### src/rtl/uart_rx_fifo.sv
// rtl/uart_rx_fifo.sv - receive byte FIFO behind the UART receiver with an FWFT read port
//
// Captures rx_data on each rising edge of rx_done and buffers it in a
// DEPTH-entry FIFO. The consumer side is first-word-fall-through: rd_data
// shows the head entry whenever rd_valid is high, and rd_ready pops it.
//
// Ports:
//   clk          system clock, rising edge
//   rst          asynchronous active-low reset
//   rx_data      received byte, valid while rx_done is high
//   rx_done      byte-received strobe (only its rising edge pushes)
//   rd_data      head-of-FIFO byte, 8'h00 when empty
//   rd_valid     head entry valid (!empty)
//   rd_ready     consumer accepts the head entry
//   count        number of stored entries, 0..DEPTH
//   empty        count == 0
//   full         count == DEPTH
//   almost_full  count >= AFULL_THRESH
//   overrun      sticky, a byte was dropped because the FIFO was full
//   clr_overrun  synchronous clear of overrun
module uart_rx_fifo #(
  parameter int DEPTH        = 16,
  parameter int ADDR_W       = 4,
  parameter int AFULL_THRESH = 12
) (
  input  logic              clk,
  input  logic              rst,
  input  logic [7:0]        rx_data,
  input  logic              rx_done,
  output logic [7:0]        rd_data,
  output logic              rd_valid,
  input  logic              rd_ready,
  output logic [ADDR_W:0]   count,
  output logic              empty,
  output logic              full,
  output logic              almost_full,
  output logic              overrun,
  input  logic              clr_overrun
);

  localparam logic [ADDR_W:0] DEPTH_CNT = (ADDR_W + 1)'(DEPTH);
  localparam logic [ADDR_W:0] AFULL_CNT = (ADDR_W + 1)'(AFULL_THRESH);

  logic [7:0]        mem [DEPTH];
  logic [ADDR_W-1:0] wr_ptr;
  logic [ADDR_W-1:0] rd_ptr;
  logic [ADDR_W:0]   count_q;
  logic              rx_done_q;
  logic              armed;
  logic              overrun_q;

  logic push_req;
  logic pop;
  logic push;

  // armed stays low for the first edge after reset so that an rx_done still
  // high at release only primes rx_done_q instead of pushing a stale byte.
  assign push_req = armed && rx_done && !rx_done_q;
  assign pop      = !empty && rd_ready;
  // A pop in the same cycle frees the slot, so a full FIFO can still accept.
  assign push     = push_req && (!full || pop);

  assign count       = count_q;
  assign empty       = (count_q == '0);
  assign full        = (count_q == DEPTH_CNT);
  assign almost_full = (count_q >= AFULL_CNT);
  assign rd_valid    = !empty;
  assign rd_data     = empty ? 8'h00 : mem[rd_ptr];
  assign overrun     = overrun_q;

  always_ff @(posedge clk) begin
    if (push) begin
      mem[wr_ptr] <= rx_data;
    end
  end

  always_ff @(posedge clk or negedge rst) begin
    if (!rst) begin
      wr_ptr    <= '0;
      rd_ptr    <= '0;
      count_q   <= '0;
      rx_done_q <= 1'b0;
      armed     <= 1'b0;
      overrun_q <= 1'b0;
    end else begin
      armed     <= 1'b1;
      rx_done_q <= rx_done;

      if (push) begin
        wr_ptr <= wr_ptr + 1'b1;
      end
      if (pop) begin
        rd_ptr <= rd_ptr + 1'b1;
      end

      case ({push, pop})
        2'b10:   count_q <= count_q + 1'b1;
        2'b01:   count_q <= count_q - 1'b1;
        default: count_q <= count_q;
      endcase

      // A new drop takes priority over a clear in the same cycle.
      if (push_req && full && !pop) begin
        overrun_q <= 1'b1;
      end else if (clr_overrun) begin
        overrun_q <= 1'b0;
      end
    end
  end

endmodule

### config.mk
export PLATFORM = sky130hd
export DESIGN_NAME = uart_rx_fifo
export DESIGN_NICKNAME = d
export VERILOG_FILES = /design/src/rtl/uart_rx_fifo.sv
export SDC_FILE = /design/constraint.sdc
export NUM_CORES = 1
export LEC_CHECK = 0
export ABC_AREA = 1
export CAP_MARGIN = 20
export CORE_MARGIN = 2
export CORE_UTILIZATION = 64
export DETAILED_ROUTE_END_ITERATION = 8
export PLACE_DENSITY = 0.91
export SETUP_SLACK_MARGIN = 0.1
export SLEW_MARGIN = 20
export SYNTH_ARGS = -nofsm -noshare
export SYNTH_HDL_FRONTEND = slang
export SYNTH_SLANG_ARGS = --single-unit
### constraint.sdc
create_clock -name clk -period 3.8 [get_ports clk]
set_input_delay 0.38 -clock clk [delete_from_list [all_inputs] [get_ports clk]]
set_output_delay 0.38 -clock clk [all_outputs]
set_load 0.03 [all_outputs]
# == Word level (Yosys, flattened, before mapping) ==
# Memories as Yosys holds them, arrays and structs flattened.
# Index checks and enable logic that the tools add are counted.
# classes
add_sub_neg,4
n_lt_le_gt_ge,1
eq_ne,3
n_mux,6
n_reduce_logical,14
# op_table
operator,n
$pmux W5 S2,1
$add A4 B1 Y4 const B,2
$mux W8,1
$logic_and A1 B1 Y1,6
$add A5 B1 Y5 const B,1
$eq A5 B5 Y1 const B,1
$ge A5 B4 Y1 const B,1
$logic_not A5 Y1,1
$sub A5 B1 Y5 const B,1
$logic_not A1 Y1,4
$mux W1,4
$reduce_bool A2 Y1,2
$eq A2 B1 Y1 const B,1
$eq A2 B2 Y1 const B,1
$logic_or A1 B1 Y1,1
# totals
regBits,16
ramBits,128
inputBits,13
out_inout_bits,18
wordCells,35
n_memories,1
# memory_table
memory,depth,word_bits,rd,rd_ports_with_merged_regs,write_ports,line,rtl
mem,16,8,1,0,1,44,logic [7:0] mem [DEPTH];

# == Longest topological paths before layout ==
# Gate-level depths: netlist of run 1.
# depth
depth_word,7
ltp_mapped,15
depth_no_buf,15

# == Least setup slack after synthesis of run 1 ==
# OpenSTA, ideal clock, no wires.
# synth_path
kind,flip-flop to output port
from,reg count_q[4] (netlist: count[4])
to,out rd_data[0]
arrival_ns,1.909
t_required_ns,3.420
path_slack_ns,1.511
stages_incl_launch_ff,5
path_buffers,0
path_cell_list,dfrtp_1 -> inv_1 -> nand3_2 -> clkinv_1 -> a21oi_1
# synth_via
elab_chain_len,2
# synth_lines
item,line,rtl
start: declaration,47,logic [ADDR_W:0] count_q;
start signal: assignment,97,2'b10: count_q <= count_q + 1'b1;
start signal: assignment,98,2'b01: count_q <= count_q - 1'b1;
start signal: assignment,99,default: count_q <= count_q;
$logic_not A5 Y1,64,assign empty = (count_q == '0);
named net empty,34,"output logic empty,"
$mux W8,68,assign rd_data = empty ? 8'h00 : mem[rd_ptr];
end: declaration,30,"output logic [7:0] rd_data,"
# The timed path passes the listed nets, and every way through them passes these cells.

# == Final worst setup path of run 1 ==
# layout_path
from,reg rd_ptr[0]
to,out rd_data[7]
# layout_via
elab_chain_len,2
# layout_lines
item,line,rtl
start: declaration,46,logic [ADDR_W-1:0] rd_ptr;
start signal: assignment,93,rd_ptr <= rd_ptr + 1'b1;
$mem_v2 Z16 W8,--,
$mux W8,68,
# Every way passes these cells.

==> run summary, run 1 <==
Max Root-Sink Buffers - 2
Switching Fraction - 38.6%
Critical Path AT - 3.22 ns
DP Area - 0.00634 sq mm
Clock latency on the worst-skew pair - 0.52 ns
Element type at the critical path end - output port
R2r setup slk - 1.48 ns
Setup violators final - 0
DR vias - 4221
VDD IR-drop max - 464 uV
YS warnings - 0
Post-synth ARST share - 11.1%
Synth top area share - 64.1%
Final WL - 14200 um
PortBufs - 30
Final period utilization - 94.7%
Root Driver - clkbuf_8
RSZ-0062 raised after global routing - false
HPWL Detailed - 7980 um
Int Pwr - 3550 uW
Starting density of the core - 65.5%
Die Y - 101 um
Worst Hold Class - in -> async
Core area - 0.00915 sq mm
Final Wtd Congestion - 0.894
Synthesized cell area - 0.00599 sq mm
Outcome - completed
Leak - 0.00242 uW
Power consumption - 5780 uW
Synth area leaders - edfxtp_1, dfrtp_1, nor2_1, o21ai_0, o221ai_1
Max-cap viol count - 0
Clock-pin slew on the worst setup and hold paths - 0.06 ns
Layout cells sized above 1 - 11.1%
IO Pins - 31
Filler Cells Inserted - 495
Crit path kind - reg -> out
Worst Path Required - 3.42 ns
RR Endpoint - mem[11][7]$_DFFE_PP_
TritonCTS clock tree - yes
Die span in x - 101 um
Worst reg2reg path depth - 4
Most used DFF post-synth - edfxtp_1
Synthesized instance count - 484
Share of power burned in registers - 34.0%
Final Hold Fails - 0
Critical path launch point type - flop
Clk pwr share - 28.8%
Design area - 0.00697 sq mm
Combinational power share - 37.2%
EDFF count, synth - 128
Pre-CTS WS - 0.733 ns
Initial antenna violation count - 0
Sink Count - 144
Commonest non-fill, non-tap cell in the layout - edfxtp_1
Full die area - 0.0102 sq mm
Area Growth Syn to Fin - 16.3%
Fin crit period - 3.60 ns
Fin Setup TNS - 0 ns
Syn Area/Cell - 12.4 sq um
Net Count, Synth - 504
Final ANT Viol Nets - 0
FP Rows - 35
Dominant cell type by area after synthesis - edfxtp_1
Global-route wire length before repair - 22000 um
Post-synthesis sequential area ratio - 70.8%
Final #Nets - 537
Clock Skew - 0.00779 ns
Max-slew violations - 0
Register bit count reported by yosys - 144
Wire per inst - 22.1 um
Final Util - 76.2%
# DRC - 0
FF-to-FF Start - rx_done_q$_DFF_PN0_
Psw - 2230 uW
CTS Buf Count - 17
First-pass DRT Iterations - 6
Count of cell types in the netlist - 29
Pin count of the biggest net entering global routing - 67
Remaining Overflow, GRT - 0
Via/cell ratio - 6.59
Number of H-tree levels - 4
Global Route Usage Sum - 29.5%
F_max - 278 MHz
Antenna Diode Count - 0
Vias in the first global route - 4111
Slew @ Worst Pin - 0.933 ns
Most frequent cells in the layout - edfxtp_1, nor2_1, o21ai_0
Peak fanout along the critical path - 66
Initial DRC count - 596
Slew margin rel. - 37.6%
Final worst slack - 0.201 ns
Power per cell area - 829 mW/mm^2
-- state kept, by name (all words and copies together), names as in the netlist --
signal / count
mem: 128
count: 5
rd_ptr: 4
wr_ptr: 4
armed: 1
overrun: 1
rx_done_q: 1
-- cell families (layout without fill, tap and decap cells) --
| family | count (synthesis) | count (layout) | synth area share [%] |
|---|---|---|---|
| adders and majority gates | 7 | 7 | 1.46 |
| xor gates and xnor gates | 7 | 7 | 1.02 |
| AOI/OAI and AO/OA | 117 | 117 | 11.5 |
| other | 1 | 1 | 0.0626 |
| buffers and inverters | 49 | 95 | 3.67 |
| and+or+nand+nor | 159 | 159 | 11.5 |
| DFF | 144 | 144 | 70.8 |
-- cells in the mapped netlist (all sizes together) (7+ instances only) --
cell type and number:
nand3 22, nor2 99, ha 7, xor2 7, dfrtp 16, nand2 33, clkbuf 13, a21oi 9
o22ai 13, edfxtp 128, o221ai 20, inv 23, o21ai 75, buf 11
-- how the worst max path moves through the flow --
| stage | from | endpoint | cells after the start |
|---|---|---|---|
| 4_1_cts | rd_ptr[2]$_DFFE_PN0P_ | rd_data[7] | 5 |
| 3_3_place_gp | rd_ptr[2]$_DFFE_PN0P_ | rd_data[0] | 5 |
| 6_report | rd_ptr[0]$_DFFE_PN0P_ | rd_data[7] | 8 |
| 2_1_floorplan | count[4]$_DFFE_PN0P_ | rd_data[0] | 4 |
| 3_5_place_dp | rd_ptr[2]$_DFFE_PN0P_ | rd_data[1] | 5 |
| 5_1_grt | rd_ptr[0]$_DFFE_PN0P_ | rd_data[7] | 8 |
-- worst max-delay path, stage by stage, from the launching register on --
cell and delay [ns]:
dfrtp_2 0.37, buf_4 0.51, o21ai_0 0.21, o22ai_1 0.28, nor2_1 0.08, nor2_1 0.12
o21ai_1 0.10, a21oi_1 0.26, clkdlybuf4s50_1 0.73
-- power by group through the flow --
stage | Clock, uW | Sequential, uW | Combinational [uW]
after floorplan | 0 | 1990 | 1360
after global placement | 0 | 1970 | 1920
after detailed placement | 0 | 1980 | 2010
after CTS | 1660 | 1950 | 2060
after global routing | 1730 | 1970 | 2300
final | 1670 | 1960 | 2150
-- final cells by class --
type / instances / area, sq um / area share, %
inverter: 25 / 97.6 / 1.40
clock inverter: 15 / 185 / 2.66
timing repair buffer: 38 / 360 / 5.17
clock buffer: 17 / 414 / 5.94
sequential: 144 / 4250 / 60.9
multi-input combinational: 291 / 1530 / 21.9
tap: 111 / 139 / 1.99
-- repair_timing --
action | 4_1_cts | 5_1_grt
gates resized for setup | 0 | 1
endpoints found under the setup margin | 0 | 8
setup buffers | 0 | 4
hold buffers | 0 | 0
-- stage by stage --
step	hold WS (ns)	cells
2_1_floorplan	0.0844	484
5_1_grt	0.364	641
4_1_cts	0.332	637
3_3_place_gp	0.521	605
3_5_place_dp	0.528	605
6_report	0.334	641
-- per-layer routing --
metal,track usage (%),part of all wire (%)
met5,0,0
met4,13.4,3.4
met3,5.96,11
met2,48.8,50
met1,37.9,36
Power figures use the tool's default switching activity.
==> run 2: changes to the inputs <==
--- a/config.mk
+++ b/config.mk
@@ -13,5 +13,4 @@
 export PLACE_DENSITY = 0.91
 export SETUP_SLACK_MARGIN = 0.1
-export SLEW_MARGIN = 20
 export SYNTH_ARGS = -nofsm -noshare
 export SYNTH_HDL_FRONTEND = slang
==> constraint.sdc (replaced) <==
create_clock -name clk -period 3.8 [get_ports clk]
set_input_delay 0.38 -clock clk [delete_from_list [all_inputs] [get_ports clk]]
set_output_delay 0.38 -clock clk [all_outputs]
set_load 0.01 [all_outputs]
==> run 2 against run 1 <==
  * Largest cell class unchanged
  * Clock-buffer cell count is 1 higher
  * Fmax is 0.22% lower
  * Critical path depth is 3 lower
  * Non-clock buffer count is 4 lower
==> run summary, run 2 (synthesis gave the netlist of run 1 again) <==
Wire per inst - 22.2 um
Critical-path cell list - clkinvlp_4 -> o221ai_1 -> nand3_1 -> a21oi_1 -> clkdlybuf4s50_1
Critical Path AT - 3.23 ns
Critical path launch point type - flop
Peak fanout along the critical path - 18
Max FFs per register - 128
Full die area - 0.0102 sq mm
Outcome - completed
Power consumption - 5480 uW
Final WL - 14100 um
Clock-pin slew on the worst setup and hold paths - 0.06 ns
Max-slew violations - 0
Global-route wire length before repair - 21900 um
Core area - 0.00915 sq mm
HPWL Detailed - 8200 um
Non-Filler Instances - 637
Starting density of the core - 65.5%
Area Growth Syn to Fin - 15.5%
Leak - 0.00238 uW
CTS Buf Count - 17
Worst hold slack - 0.288 ns
Top reg by flops - mem
Via/cell ratio - 6.64
Vias in the first global route - 4158
Final Hold Fails - 0
RSZ-0062 raised after global routing - false
Final Util - 75.7%
Max incr delay on CP - 0.87 ns
Final ANT Viol Nets - 0
Max-cap viol count - 0
# DRC - 0
Slew @ Worst Pin - 0.920 ns
Clock Skew - 0.00407 ns
Post-CTS Hold Buffers - 0
Sink Count - 144
Remaining Overflow, GRT - 0
Number of H-tree levels - 4
Element type at the critical path end - output port
Fin crit period - 3.61 ns
Most frequent cells in the layout - edfxtp_1, nor2_1, o21ai_0
Worst Path Required - 3.42 ns
Pin count of the biggest net entering global routing - 39
PortBufs - 30
Final period utilization - 94.9%
FP Rows - 35
Root Driver - clkbuf_8
Worst Hold Class - in -> async
Cell count after placement - 605
VDD IR-drop max - 487 uV
Fin Setup TNS - 0 ns
Initial antenna violation count - 0
TritonCTS clock tree - yes
Final Wtd Congestion - 0.924
Initial DRC count - 579
Max Root-Sink Buffers - 2
First-pass DRT Iterations - 8
Die span in x - 101 um
Setup violators final - 0
Crit path kind - reg -> out
Slew margin rel. - 38.4%
Die Y - 101 um
F_max - 277 MHz
Slowest CP cell - dfrtp_1
Final #Nets - 533
Commonest non-fill, non-tap cell in the layout - edfxtp_1
Layout cells sized above 1 - 10.3%
Power per cell area - 792 mW/mm^2
DR vias - 4229
IO Pins - 31
Antenna Diode Count - 0
Global Route Usage Sum - 29.8%
Worst reg2reg path depth - 4
Clock latency on the worst-skew pair - 0.53 ns
==> run 2: final timing paths <==
| path | from | endpoint | slack, ns |
|---|---|---|---|
| max | rd_ptr[2]$_DFFE_PN0P_ | rd_data[5] | 0.19 |
| min | rst | count[2]$_DFFE_PN0P_ | 0.29 |
| max reg2reg | rx_done_q$_DFF_PN0_ | mem[12][0]$_DFFE_PP_ | 1.52 |
| min reg2reg | overrun$_DFFE_PN0P_ | overrun$_DFFE_PN0P_ | 0.54 |
| max in group asynchronous | rst | rd_ptr[0]$_DFFE_PN0P_ | 3.00 |
| min in group clk | rx_done | rx_done_q$_DFF_PN0_ | 0.34 |
==> run 2: routing by layer <==
metal	global-route usage, %	wire [um]	up-vias
li1	-	-	1816
met3	6.38	1530	58
met5	0	0	-
met1	37.3	4990	2008
met4	15.2	533	0
met2	49.3	7060	347
==> run 2: per-stage QoR <==
stage / instance area, sq um / setup WS, ns
floorplan: 5990 / 1.91
global placement: 6340 / 0.965
detailed placement: 6340 / 0.846
CTS: 6920 / 0.157
global route: 6920 / 0.106
finish: 6920 / 0.194
==> run 2: worst max-delay path, delay by kind of cell (launching register included) <==
family                 cells  cell delay [ns]
buffers and inverters      2             1.19
flip-flops                 1             0.87
AO/OA/AOI/OAI              2             0.50
AND/OR/NAND/NOR            1             0.14
==> run 2: final cells by class <==
cell class / instances / area [sq um]
inverters: 25 / 97.6
well taps: 111 / 139
repair buffers: 34 / 330
clock buffers: 18 / 418
clock inverters: 14 / 165
flip-flops and latches: 144 / 4250
fillers: 492 / 2230
multi-input cells: 291 / 1530
==> run 2: power by group <==
part | switching [uW] | internal, uW
Clock | 629 | 995
Combinational | 1180 | 678
Sequential | 172 | 1830
Total | 1980 | 3500
==> run 2: what timing repair did <==
action,4_1_cts,5_1_grt
hold endpoints to repair,0,0
setup endpoints to repair,0,4
buffers inserted,0,0
resized for setup,0,1
